===== src/rtl/toy_prog_loader_if.sv =====
// Byte-stream receive link plus instruction-memory write port of the Toy CPU boot loader.
// master: the loader side; slave: the stream source / memory side.
interface toy_prog_loader_if #(
  parameter int ADDR_W = 12,
  parameter int DATA_W = 16
);
  logic [7:0]        rx_data;
  logic              rx_valid;
  logic              rx_ready;
  logic              imem_we;
  logic [ADDR_W-1:0] imem_addr;
  logic [DATA_W-1:0] imem_wdata;

  modport master (
    input  rx_data, rx_valid,
    output rx_ready, imem_we, imem_addr, imem_wdata
  );

  modport slave (
    output rx_data, rx_valid,
    input  rx_ready, imem_we, imem_addr, imem_wdata
  );
endinterface


===== src/rtl/toy_prog_loader.sv =====
// Toy CPU boot loader: header count, then high/low byte pairs written to imem from address 0.
// Optional trailing XOR checksum byte when TOY_LOADER_CHECKSUM_EN is defined.
module toy_prog_loader #(
  parameter int ADDR_W = 12,
  parameter int DATA_W = 16
) (
  input  logic                clk,
  input  logic                reset,
  input  logic                start,
  toy_prog_loader_if.master   bus,
  output logic                cpu_reset,
  output logic                busy,
  output logic                done,
  output logic                error
);
  localparam int CNT_W = ADDR_W + 1;
  localparam logic [15:0] MAX_COUNT = 16'(1 << ADDR_W);

  typedef enum logic [3:0] {
    IDLE,
    HDR_HI,
    HDR_LO,
    DAT_HI,
    DAT_LO,
    WRITE,
`ifdef TOY_LOADER_CHECKSUM_EN
    CHK,
`endif
    DONE,
    ERROR
  } state_t;

  state_t            state;
  logic              rx_ready_q;
  logic              we_q;
  logic [ADDR_W-1:0] addr_q;
  logic [DATA_W-1:0] wdata_q;
  logic [7:0]        hi_q;
  logic [CNT_W-1:0]  count_q;
  logic [CNT_W-1:0]  wcnt_q;
`ifdef TOY_LOADER_CHECKSUM_EN
  logic [7:0]        csum_q;
`endif

  logic              xfer;
  logic [15:0]       hdr_count;
  logic [CNT_W-1:0]  wcnt_next;

  assign xfer      = bus.rx_valid & rx_ready_q;
  assign hdr_count = {hi_q, bus.rx_data};
  assign wcnt_next = wcnt_q + CNT_W'(1);

  assign bus.rx_ready   = rx_ready_q;
  assign bus.imem_we    = we_q;
  assign bus.imem_addr  = addr_q;
  assign bus.imem_wdata = wdata_q;

  always_ff @(posedge clk or posedge reset) begin
    if (reset) begin
      state      <= IDLE;
      rx_ready_q <= 1'b0;
      we_q       <= 1'b0;
      addr_q     <= '0;
      wdata_q    <= '0;
      hi_q       <= '0;
      count_q    <= '0;
      wcnt_q     <= '0;
      cpu_reset  <= 1'b1;
      busy       <= 1'b0;
      done       <= 1'b0;
      error      <= 1'b0;
`ifdef TOY_LOADER_CHECKSUM_EN
      csum_q     <= '0;
`endif
    end else begin
`ifdef TOY_LOADER_CHECKSUM_EN
      // Folds in every accepted byte; the checksum byte itself is compared before it would matter.
      if (xfer) csum_q <= csum_q ^ bus.rx_data;
`endif
      case (state)
        IDLE, DONE, ERROR: begin
          if (start) begin
            state      <= HDR_HI;
            rx_ready_q <= 1'b1;
            cpu_reset  <= 1'b1;
            busy       <= 1'b1;
            done       <= 1'b0;
            error      <= 1'b0;
            addr_q     <= '0;
            wcnt_q     <= '0;
`ifdef TOY_LOADER_CHECKSUM_EN
            csum_q     <= '0;
`endif
          end
        end

        HDR_HI: begin
          if (xfer) begin
            hi_q  <= bus.rx_data;
            state <= HDR_LO;
          end
        end

        HDR_LO: begin
          if (xfer) begin
            if (hdr_count == '0 || hdr_count > MAX_COUNT) begin
              state      <= ERROR;
              rx_ready_q <= 1'b0;
              cpu_reset  <= 1'b1;
              busy       <= 1'b0;
              error      <= 1'b1;
            end else begin
              count_q <= hdr_count[CNT_W-1:0];
              state   <= DAT_HI;
            end
          end
        end

        DAT_HI: begin
          if (xfer) begin
            hi_q  <= bus.rx_data;
            state <= DAT_LO;
          end
        end

        DAT_LO: begin
          if (xfer) begin
            wdata_q    <= DATA_W'({hi_q, bus.rx_data});
            we_q       <= 1'b1;
            rx_ready_q <= 1'b0;
            state      <= WRITE;
          end
        end

        WRITE: begin
          we_q   <= 1'b0;
          wcnt_q <= wcnt_next;
          // Address is held on the final word so a full-size load never wraps to 0.
          if (wcnt_next == count_q) begin
`ifdef TOY_LOADER_CHECKSUM_EN
            state      <= CHK;
            rx_ready_q <= 1'b1;
`else
            state      <= DONE;
            cpu_reset  <= 1'b0;
            busy       <= 1'b0;
            done       <= 1'b1;
`endif
          end else begin
            addr_q     <= addr_q + ADDR_W'(1);
            rx_ready_q <= 1'b1;
            state      <= DAT_HI;
          end
        end

`ifdef TOY_LOADER_CHECKSUM_EN
        CHK: begin
          if (xfer) begin
            rx_ready_q <= 1'b0;
            busy       <= 1'b0;
            if (bus.rx_data == csum_q) begin
              state     <= DONE;
              cpu_reset <= 1'b0;
              done      <= 1'b1;
            end else begin
              state     <= ERROR;
              cpu_reset <= 1'b1;
              error     <= 1'b1;
            end
          end
        end
`endif

        default: begin
          state      <= IDLE;
          rx_ready_q <= 1'b0;
          we_q       <= 1'b0;
          busy       <= 1'b0;
          cpu_reset  <= 1'b1;
        end
      endcase
    end
  end
endmodule


===== src/flat_wrapper.sv =====
// flat-port wrapper written by rule: the top's interface ports become plain ports
module toy_prog_loader_flat 
#(
  parameter int ADDR_W = 12,
  parameter int DATA_W = 16
)
  (clk, reset, start, cpu_reset, busy, done, error, bus_rx_data, bus_rx_valid, bus_rx_ready, bus_imem_we, bus_imem_addr, bus_imem_wdata);
  toy_prog_loader_if #(.ADDR_W(ADDR_W), .DATA_W(DATA_W)) bus_i ();
  input  logic clk;
  input  logic reset;
  input  logic start;
  output logic cpu_reset;
  output logic busy;
  output logic done;
  output logic error;
  input wire logic [$bits(bus_i.rx_data)-1:0] bus_rx_data;
  input wire logic [$bits(bus_i.rx_valid)-1:0] bus_rx_valid;
  output wire logic [$bits(bus_i.rx_ready)-1:0] bus_rx_ready;
  output wire logic [$bits(bus_i.imem_we)-1:0] bus_imem_we;
  output wire logic [$bits(bus_i.imem_addr)-1:0] bus_imem_addr;
  output wire logic [$bits(bus_i.imem_wdata)-1:0] bus_imem_wdata;
  assign bus_i.rx_data = bus_rx_data;
  assign bus_i.rx_valid = bus_rx_valid;
  assign bus_rx_ready = bus_i.rx_ready;
  assign bus_imem_we = bus_i.imem_we;
  assign bus_imem_addr = bus_i.imem_addr;
  assign bus_imem_wdata = bus_i.imem_wdata;
  toy_prog_loader #(.ADDR_W(ADDR_W), .DATA_W(DATA_W)) u_core (.clk(clk), .reset(reset), .start(start), .bus(bus_i), .cpu_reset(cpu_reset), .busy(busy), .done(done), .error(error));
endmodule

===== config.mk =====
export PLATFORM = sky130hd
export DESIGN_NAME = toy_prog_loader_flat
export DESIGN_NICKNAME = d
export VERILOG_FILES = /design/src/rtl/toy_prog_loader_if.sv /design/src/rtl/toy_prog_loader.sv /design/src/flat_wrapper.sv
export SDC_FILE = /design/constraint.sdc
export NUM_CORES = 1
export LEC_CHECK = 0
export ABC_AREA = 1
export BUFFER_PORTS_ARGS = -buffer_cell sky130_fd_sc_hd__clkbuf_2
export CAP_MARGIN = 20
export CORE_MARGIN = 2
export CORE_UTILIZATION = 60
export DETAILED_ROUTE_END_ITERATION = 6
export GPL_TIMING_DRIVEN = 1
export PLACE_DENSITY = 0.84
export SYNTH_ARGS = -nofsm -noshare
export SYNTH_HDL_FRONTEND = slang
export SYNTH_SLANG_ARGS = --single-unit
export TNS_END_PERCENT = 30

===== constraint.sdc =====
create_clock -name clk -period 5 [get_ports clk]
set_input_delay 0.5 -clock clk [delete_from_list [all_inputs] [get_ports clk]]
set_output_delay 0.5 -clock clk [all_outputs]
set_load 0.05 [all_outputs]

==> impl_metrics.tcl <==
set metrics [dict create \
    synth_area_um2 3710 \
    drtIter0Drc 204 \
    grt_overflow 0 \
    die_y_um 82.6 \
    rsz0062_at_grt "no" \
    p_int_mw 1.30 \
    fin_tns_setup_ns 0 \
    dieArea_um2 6830 \
    cts.sinks 71 \
    max-cap-violations 0 \
    crit_path_max_incr_delay_ns 0.43 \
    grt_pass1_wl_um 14400 \
    tightest_slew_ns 0.863 \
    grt_max_degree 72 \
    critical_path.max_fanout 7 \
    place_congestion 0.882 \
    drive_gt1_share_pct 15.5 \
    grt_pass1_vias 3148 \
    syn_area_per_cell_um2 7.67 \
    worst-r2r-setup-slack_ns 2.63 \
    std_cell_rows 28 \
    maxSlewHeadroom_pct 42.3 \
    critPathSlowestCell "dfrtp_1" \
    synth_nets 498 \
    yosysWarnings 0 \
    cts_tree "done" \
    hold_viol_final 0 \
    worstReg2RegEnd "u_core.busy$_DFFE_PP0P_" \
    route.detailed.wl_per_inst_um 14.3 \
    min_period_ns 2.37 \
    ant_nets 0 \
    start_util_pct 62.3 \
    r2r-start "u_core.wcnt_q[1]$_DFFE_PP0P_" \
    core_area_um2 5960 \
    ys_types 34 \
    fmax_ghz 0.421 \
    cts_buffer_depth 2 \
    seq_area_frac_synth_pct 47.9 \
    num_vias 3411 \
    area_growth_syn_to_layout_pct 13.6 \
    p_per_area_nw_per_um2 581 \
    skew_ns 0.0135 \
    crit_chain "ha_1 > nand2_2 > nor2_1 > nand2_1 > nand2_1 > nand2_1 > nand2_1 > nand2_1 > nor2_1 > nand3_2 > o21bai_1 > nand2_1 > nand2_1 > nand2_1" \
    ff2ff_path_depth 14 \
    slew_viol_final 0 \
    cts_setup_buffers 0 \
    drc 0 \
    power_frac_clock_pct 21.6 \
    swShare_pct 47.0 \
    drt_first_pass_iters 5 \
    p_seq_share_pct 36.3 \
    cp-start-kind "register" \
    drt-total-wl_um 8730 \
    viasPerCell 5.59 \
    setup_viol 0 \
    dp_hpwl_um 6070 \
    leakagePower_nw 2.12 \
    syn-instance-count 484 \
    cpMostUsedCell "nand2_1" \
    p_comb_share_pct 42.1 \
    postCtsHoldBufs 0 \
    ys_ff_latch 71 \
    die_w_um 82.6 \
    nets 544 \
    worstSetupPathType "register to register" \
    grt_use_total_pct 28.0 \
    status "complete, no violations" \
    fin_total_pwr_mw 2.45 \
    irDropWorstVdd_mv 0.477 \
    fill_cells 489 \
    hold_class "primary input to asynchronous set/reset pin" \
    n_antenna_cell 0 \
    end_kind "register" \
    clock_latency_ns 0.36 \
    cts_buffers 9 \
    cts.root.buffer_cell "clkbuf_8" \
    path_clk_slew_ns 0.09 \
    critPathRequiredTime_ns 5.25 \
    worstPathArrival_ns 2.62 \
    antenna_found_initial 0 \
    fin_crit_sh_pct 47.5 \
    portBuffers 45 \
    io-pin-count 46 \
    startpoint "u_core.wcnt_q[1]$_DFFE_PP0P_" \
    h-tree-depth 3 \
    cts_resized 0 \
    p_switching_mw 1.15 \
]
[cell type report]
cell class              count  area (µm²)  share of cell area, %
inverters                  58         218                   5.17
flip-flops and latches     71        1780                   42.2
multi-input cells         343        1660                   39.3
clock inverters             7         104                   2.46
clock buffers               9         124                   2.94
well taps                  75        93.8                   2.23
repair buffers             47         240                   5.70
[power by group through the flow]
stage / clock (mW) / sequential [mW] / combinational [mW]
2_1_floorplan: 0 / 1.15 / 0.522
3_3_place_gp: 0 / 0.885 / 0.989
3_5_place_dp: 0 / 0.891 / 1.02
4_1_cts: 0.531 / 0.883 / 1.03
5_1_grt: 0.561 / 0.906 / 1.13
6_report: 0.530 / 0.888 / 1.03
[routing by layer]
metal | vias up | share of wire, % | track usage (%)
met3 | 24 | 4.7 | 4.35
met4 | 0 | 2.7 | 11.1
met5 | - | 0 | 0
li1 | 1652 | - | -
met2 | 125 | 50 | 46.0
met1 | 1610 | 43 | 37.2
[synthesized netlist by cell type (all sizes together)]
master  number  area share, %
a211oi       1           0.20
dfrtp       70             47
ha           2           0.67
nand3b       2           0.74
nor2        45            5.5
xnor2        2           0.47
o211ai       2           0.40
nand3       47            6.5
buf          4           0.78
clkbuf       8           0.81
a21oi        4           0.64
o21a         2           0.40
nor3b        1           0.20
o21bai       1           0.20
nor4         1           0.17
nand2      153             16
xor2         9            2.1
dfstp        1           0.71
nor3         7           0.94
inv         58            5.9
o21ai       49            6.6
o22ai        4           0.67
mux2         2           0.61
nand4        9            1.5
[kinds of logic (layout without fill, tap and decap cells)]
group                    after synthesis  after routing  share of synthesized area (%)
AO/OA/AOI/OAI                         63             63                           9.14
XOR/XNOR                              11             11                           2.60
adder cells (fa/ha/maj)                2              2                          0.674
buffers and inverters                 70            121                           7.45
flip-flops                            71             71                           47.9
multiplexers                           2              2                          0.607
AND/OR/NAND/NOR                      265            265                           31.6
[stage by stage]
step           util [%]  instances  instance area, µm²  setup WS [ns]  hold slack (ns)
3_3_place_gp       66.9        594                3990           2.74            0.456
6_report           70.8        610                4210           2.63            0.379
4_1_cts            70.8        610                4210           2.61            0.371
2_1_floorplan         -        484                3710           2.71            0.453
3_5_place_dp       66.9        594                3990           2.62            0.457
5_1_grt            70.8        610                4210           2.40            0.372
[worst max-delay path: cells and delay by family, from the launching register on]
family	cells	cell delay, ns
AO/OA/AOI/OAI	1	0.39
adder cells (fa/ha/maj)	1	0.22
flip-flops	1	0.43
AND/OR/NAND/NOR	12	1.21
[how the worst max path moves through the flow]
stage,endpoint,depth (start not counted)
after floorplan,u_core.bus.imem_addr[0]$_DFFE_PP0P_,1
after global placement,u_core.bus.imem_addr[11]$_DFFE_PP0P_,7
after detailed placement,u_core.bus.imem_addr[10]$_DFFE_PP0P_,7
after CTS,u_core.bus.imem_addr[10]$_DFFE_PP0P_,7
after global routing,u_core.bus.imem_addr[1]$_DFFE_PP0P_,7
final,u_core.busy$_DFFE_PP0P_,14
[flip-flops by register name (all words and copies together) (netlist names)]
signal and flops:
u_core.bus.imem_wdata 16, u_core.wcnt_q 13, u_core.bus.rx_ready 1, u_core.cpu_reset 1, u_core.busy 1, u_core.bus.imem_we 1, u_core.bus.imem_addr 12, u_core.error 1
u_core.state 3, u_core.count_q 13, u_core.hi_q 8, u_core.done 1
[cell usage in the layout, fill, tap and decap left out, types with 3 or more instances in the layout]
| cell | count |
|---|---|
| nand2_1 | 148 |
| dfrtp_1 | 70 |
| inv_1 | 57 |
| o21ai_0 | 48 |
| nand3_1 | 46 |
| clkbuf_2 | 45 |
| nor2_1 | 37 |
| nand4_1 | 9 |
| xor2_1 | 9 |
| clkbuf_8 | 9 |
| nor3_1 | 7 |
| nor2_2 | 5 |
| o22ai_1 | 4 |
| nand2_2 | 3 |
| nor2_4 | 3 |
| a21oi_1 | 3 |
No activity file was read; power rests on OpenSTA's default activity.
